==> config.mk <==
export PLATFORM = sky130hd
export DESIGN_NAME = mat_mult_seq_flat
export DESIGN_NICKNAME = d
export VERILOG_FILES = /design/src/rtl/mat_mult_seq_if.sv /design/src/rtl/mat_mult_seq.sv /design/src/flat_wrapper.sv
export SDC_FILE = /design/constraint.sdc
export NUM_CORES = 1
export LEC_CHECK = 0
export ABC_CLOCK_PERIOD_IN_PS = 8500
export CAP_MARGIN = 10
export CORE_MARGIN = 2
export CORE_UTILIZATION = 50
export CTS_CLUSTER_DIAMETER = 50
export CTS_CLUSTER_SIZE = 30
export DETAILED_ROUTE_END_ITERATION = 10
export GPL_ROUTABILITY_DRIVEN = 0
export PLACE_DENSITY = 0.68
export SLEW_MARGIN = 10
export SYNTH_ARGS = -nofsm -noshare
export SYNTH_HDL_FRONTEND = slang
export SYNTH_SLANG_ARGS = --single-unit
==> constraint.sdc <==
create_clock -name clk -period 8.5 [get_ports clk]
set_input_delay 1.275 -clock clk [delete_from_list [all_inputs] [get_ports clk]]
set_output_delay 1.275 -clock clk [all_outputs]
set_load 0.05 [all_outputs]
==> src/rtl/mat_mult_seq_if.sv <==
// Element stream in (A then B, row-major) and C result stream out for mat_mult_seq.
// The master side is the loader/consumer; the slave side is the multiplier.
interface mat_mult_seq_if #(
  parameter int unsigned DW = 8,
  parameter int unsigned OW = 32,
  parameter int unsigned IW = 1
);
  logic                 in_valid;
  logic                 in_ready;
  logic signed [DW-1:0] in_data;
  logic                 out_valid;
  logic                 out_ready;
  logic signed [OW-1:0] out_data;
  logic [IW-1:0]        out_row;
  logic [IW-1:0]        out_col;

  modport slave (
    input  in_valid, in_data, out_ready,
    output in_ready, out_valid, out_data, out_row, out_col
  );

  modport master (
    output in_valid, in_data, out_ready,
    input  in_ready, out_valid, out_data, out_row, out_col
  );
endinterface

==> src/rtl/mat_mult_seq.sv <==
// Square matrix multiplier C = A x B on a single shared signed MAC.
// Loads A then B from one stream, computes each C[i][j] over N cycles, emits row-major.
module mat_mult_seq #(
  parameter int unsigned N  = 2,
  parameter int unsigned DW = 8,
  parameter int unsigned OW = 32,
  localparam int unsigned IW = (N > 1) ? $clog2(N) : 1
) (
  input  logic          clk,
  input  logic          reset,
  input  logic          start,
  output logic          busy,
  output logic          done,
  mat_mult_seq_if.slave bus
);
  typedef enum logic [1:0] {StIdle, StLoad, StMac, StEmit} state_e;

  localparam logic [IW-1:0] Last = IW'(N - 1);

  state_e               state;
  logic signed [DW-1:0] a_mem [N][N];
  logic signed [DW-1:0] b_mem [N][N];
  logic                 ld_sel;
  logic [IW-1:0]        ld_r, ld_c;
  logic [IW-1:0]        i, j, k;
  logic signed [OW-1:0] acc;
  logic signed [OW-1:0] acc_sum;
  logic signed [2*DW-1:0] prod;
  logic signed [OW-1:0] out_data_q;
  logic [IW-1:0]        out_row_q, out_col_q;
  logic                 done_q;

  // Operands widened first so the product keeps its full signed 2*DW range.
  assign prod    = (2*DW)'(a_mem[i][k]) * (2*DW)'(b_mem[k][j]);
  assign acc_sum = acc + OW'(prod);

  assign busy          = (state != StIdle);
  assign done          = done_q;
  assign bus.in_ready  = (state == StLoad);
  assign bus.out_valid = (state == StEmit);
  assign bus.out_data  = out_data_q;
  assign bus.out_row   = out_row_q;
  assign bus.out_col   = out_col_q;

  // Operand storage is intentionally not reset.
  always_ff @(posedge clk) begin
    if (!reset && state == StLoad && bus.in_valid) begin
      if (!ld_sel) a_mem[ld_r][ld_c] <= bus.in_data;
      else         b_mem[ld_r][ld_c] <= bus.in_data;
    end
  end

  always_ff @(posedge clk) begin
    if (reset) begin
      state      <= StIdle;
      ld_sel     <= 1'b0;
      ld_r       <= '0;
      ld_c       <= '0;
      i          <= '0;
      j          <= '0;
      k          <= '0;
      acc        <= '0;
      out_data_q <= '0;
      out_row_q  <= '0;
      out_col_q  <= '0;
      done_q     <= 1'b0;
    end else begin
      done_q <= 1'b0;
      case (state)
        StIdle: begin
          if (start) begin
            state  <= StLoad;
            ld_sel <= 1'b0;
            ld_r   <= '0;
            ld_c   <= '0;
          end
        end
        StLoad: begin
          if (bus.in_valid) begin
            if (ld_c == Last) begin
              ld_c <= '0;
              if (ld_r == Last) begin
                ld_r <= '0;
                if (ld_sel) begin
                  state <= StMac;
                  i     <= '0;
                  j     <= '0;
                  k     <= '0;
                  acc   <= '0;
                end else begin
                  ld_sel <= 1'b1;
                end
              end else begin
                ld_r <= ld_r + IW'(1);
              end
            end else begin
              ld_c <= ld_c + IW'(1);
            end
          end
        end
        StMac: begin
          acc <= acc_sum;
          if (k == Last) begin
            state      <= StEmit;
            k          <= '0;
            out_data_q <= acc_sum;
            out_row_q  <= i;
            out_col_q  <= j;
          end else begin
            k <= k + IW'(1);
          end
        end
        StEmit: begin
          if (bus.out_ready) begin
            if (i == Last && j == Last) begin
              state  <= StIdle;
              done_q <= 1'b1;
            end else begin
              state <= StMac;
              acc   <= '0;
              if (j == Last) begin
                j <= '0;
                i <= i + IW'(1);
              end else begin
                j <= j + IW'(1);
              end
            end
          end
        end
        default: state <= StIdle;
      endcase
    end
  end
endmodule

==> src/flat_wrapper.sv <==
// flat-port wrapper written by rule: the top's interface ports become plain ports
module mat_mult_seq_flat 
#(
  parameter int unsigned N  = 2,
  parameter int unsigned DW = 8,
  parameter int unsigned OW = 32,
  localparam int unsigned IW = (N > 1) ? $clog2(N) : 1
)
  (clk, reset, start, busy, done, bus_in_valid, bus_in_data, bus_out_ready, bus_in_ready, bus_out_valid, bus_out_data, bus_out_row, bus_out_col);
  mat_mult_seq_if #(.DW(DW), .OW(OW), .IW(1)) bus_i ();
  input  logic clk;
  input  logic reset;
  input  logic start;
  output logic busy;
  output logic done;
  input wire logic [$bits(bus_i.in_valid)-1:0] bus_in_valid;
  input wire logic [$bits(bus_i.in_data)-1:0] bus_in_data;
  input wire logic [$bits(bus_i.out_ready)-1:0] bus_out_ready;
  output wire logic [$bits(bus_i.in_ready)-1:0] bus_in_ready;
  output wire logic [$bits(bus_i.out_valid)-1:0] bus_out_valid;
  output wire logic [$bits(bus_i.out_data)-1:0] bus_out_data;
  output wire logic [$bits(bus_i.out_row)-1:0] bus_out_row;
  output wire logic [$bits(bus_i.out_col)-1:0] bus_out_col;
  assign bus_i.in_valid = bus_in_valid;
  assign bus_i.in_data = bus_in_data;
  assign bus_i.out_ready = bus_out_ready;
  assign bus_in_ready = bus_i.in_ready;
  assign bus_out_valid = bus_i.out_valid;
  assign bus_out_data = bus_i.out_data;
  assign bus_out_row = bus_i.out_row;
  assign bus_out_col = bus_i.out_col;
  mat_mult_seq #(.N(N), .DW(DW), .OW(OW)) u_core (.clk(clk), .reset(reset), .start(start), .busy(busy), .done(done), .bus(bus_i));
endmodule
==> results.py <==
metrics = {
    "power_and_ir_drop": {
        "powerDensity_nw_per_um2": 173,
        "irDropWorstVdd_mv": 0.134,
        "leakagePower_nw": 5.07,
    },
    "cts": {
        "postCtsSetupBuffers": 0,
        "clk_pin_slew_ns": 0.07,
        "tritoncts": "done",
        "numCtsBuffers": 17,
        "clkLatencyLatePin_ns": 0.44,
        "clkSinkCount": 141,
        "cts_buffer_depth": 2,
        "cts_htree_levels": 4,
        "hold_buffers": 0,
        "cts_root_buffer": "clkbuf_16",
        "cts-resized-gates": 0,
    },
    "grt": {
        "grt_usage_pct": 24.1,
        "antenna_found_initial": 0,
        "grt_pass1_wl_um": 41500,
        "grt_pass1_vias": 7678,
        "grt_max_degree": 60,
        "grt_remaining_overflow": 0,
    },
    "yosys": {
        "synth_area_leaders": "fa_1 (25%), edfxtp_1 (18%), dfxtp_1 (14%), ha_1 (8.1%), nand2_1 (3.6%)",
        "synthesis.area_um2": 10800,
        "yosysUniqueCellTypes": 70,
        "synth_top_cell_by_area": "fa_1",
        "synth_edf_count": 64,
        "ys_ff_latch": 141,
        "syn-mean-instance-area_um2": 11.0,
        "async_reset_ff_share_pct": 0,
        "synth_nets": 1194,
        "synth_flop_cell": "dfxtp_1",
        "synth.top_cell.area_share_pct": 25.3,
        "syn_inst": 975,
        "yosys_warnings": 0,
        "ys_seq_area_share_pct": 32.2,
    },
    "placement": {
        "place_inst": 1271,
        "io_buffers": 50,
        "post-dp-hpwl_um": 18500,
    },
    "run_status": {
        "outcome": "finished, final reports clean",
    },
    "setup_path": {
        "worst-path-max-fanout": 25,
        "rr_startpoint": "u_core.j",
        "worstPathRequired_ns": 8.84,
        "worstSetupPathType": "flip-flop to flip-flop",
        "endpoint_kind": "flip-flop",
        "arrival_ns": 7.51,
        "startpoint": "u_core.j",
        "start_kind": "flip-flop",
    },
    "hold_path": {
        "hold_class": "flip-flop to flip-flop",
        "min_from": "u_core.bus.out_data[20]",
    },
    "sta": {
        "finalSetupTns_ns": 0,
        "tightest_slew_ns": 1.05,
        "whs_ns": 0.457,
        "period_minus_slack_ns": 7.17,
        "fin_crit_sh_pct": 84.4,
        "rsz0062_at_grt": "false",
        "max_freq_mhz": 139,
        "finalHoldViolCount": 0,
        "drv_slew": 0,
        "slew_headroom_pct": 29.4,
        "setup_viol": 0,
        "finalClockSkew_ns": 0.0111,
    },
    "detailed_routing": {
        "totalWireLength_um": 24800,
        "firstDrtPassIters": 5,
        "antenna_left": 0,
        "drc": 0,
        "drt_iter0_markers": 497,
        "routedWlPerCell_um": 19.0,
        "routed_via_density": 5.59,
        "num_vias": 7294,
    },
    "finish": {
        "final_cell_mix": "fa_1 (136), nand2_1 (104), inv_1 (101)",
        "drive_gt1_share_pct": 7.77,
        "syn_to_final_growth_pct": 12.2,
        "antennaDiodeCount": 0,
        "nets": 1235,
        "final_common_cell": "fa_1",
        "instances_no_fill": 1304,
        "final_core_util_pct": 57.2,
        "fill_cells": 1811,
    },
    "floorplan": {
        "die_h_um": 151,
        "fp.dieW_um": 151,
        "row_count": 53,
        "die-area_um2": 22700,
        "io-pin-count": 51,
        "core-area_um2": 21100,
        "start_util_pct": 51.0,
    },
    "job": {
        "cap_violations": 0,
    },
}
-- per-layer routing --
layer	global-route usage [%]	up-vias	wire length (um)	share of wire (%)
li1	-	3418	-	-
met4	7.06	0	472	1.9
met3	4.45	30	1350	5.5
met1	35.0	3631	11700	47
met5	0	-	0	0
met2	37.2	215	11300	46
-- cell type report --
type,count,area (um2),share of cell area (%)
Multi-Input combinational cell,694,6700,55.5
Sequential cell,141,3460,28.7
Timing Repair Buffer,61,578,4.79
Clock buffer,17,425,3.52
Inverter,101,379,3.14
Tap cell,275,344,2.85
Clock inverter,15,181,1.50
-- path summary, 6_finish.rpt --
check,slack (ns),cells past startpoint,end
min,0.46,2,u_core.bus.out_data[20]
min reg2reg,0.46,2,u_core.bus.out_data[20]
max,1.33,17,u_core.bus.out_data[30]
max reg2reg,1.33,17,u_core.bus.out_data[30]
-- through the flow --
stage          area (um2)  total power [mW]  setup WS, ns
6_report            12100              2.09          1.33
4_1_cts             12100              2.09          1.37
3_5_place_dp        11500              1.32          1.39
5_1_grt             12100              2.19         0.942
3_3_place_gp        11500              1.31          1.50
2_1_floorplan       10800              1.19          1.59
-- cell usage after synthesis, drive strengths merged, types with 14 or more instances --
cell type / n
inv: 101
clkbuf: 32
and2: 41
fa: 136
nor2: 50
a21oi: 60
xor2: 14
xnor2: 16
mux4: 15
dfxtp: 77
a21o: 15
ha: 70
o21ai: 29
a22oi: 17
nand2: 105
edfxtp: 64
-- state kept, by name, indices dropped and copies added, names as in the netlist, named ones only --
| name | flops |
|---|---|
| u_core.done | 1 |
| u_core.i | 1 |
| u_core.bus.out_col | 1 |
| u_core.a_mem | 32 |
| u_core.bus.out_data | 32 |
| u_core.bus.out_row | 1 |
| u_core.state | 2 |
| u_core.j | 1 |
| u_core.ld_r | 1 |
| u_core.b_mem | 32 |
| u_core.k | 1 |
| u_core.acc | 32 |
| u_core.ld_c | 1 |
| u_core.ld_sel | 1 |
-- critical path, cell delays in order (launching register included) --
cell and delay [ns]:
dfxtp_1 0.70, mux4_2 0.42, and2_2 0.76, inv_1 0.14, fa_1 0.54, inv_1 0.05
fa_1 0.51, fa_1 0.44, fa_1 0.51, fa_1 0.49, ha_1 0.38, o21a_1 0.13
o31a_2 0.16, a31oi_2 0.21, o41ai_1 0.96, o21ai_0 0.35, mux2i_1 0.23, nand2_1 0.06
-- power breakdown --
| group | total [mW] | leakage (nW) | internal (mW) | switching [mW] |
|---|---|---|---|---|
| sequential | 0.712 | 1.20 | 0.710 | 0.00248 |
| combinational | 0.606 | 3.58 | 0.226 | 0.380 |
| clock | 0.767 | 0.290 | 0.399 | 0.367 |
-- cells by family (layout without fill, tap and decap cells) --
family / count (synthesis) / in the layout / synth area share (%)
AOI/OAI and AO/OA: 177 / 177 / 10.9
xor gates and xnor gates: 30 / 30 / 2.44
adders and majority gates: 206 / 206 / 33.4
buffers and inverters: 140 / 194 / 5.62
DFF: 141 / 141 / 32.2
muxes: 23 / 23 / 3.91
and+or+nand+nor: 258 / 258 / 11.5
Note: power is estimated with default switching activity, not from simulation.
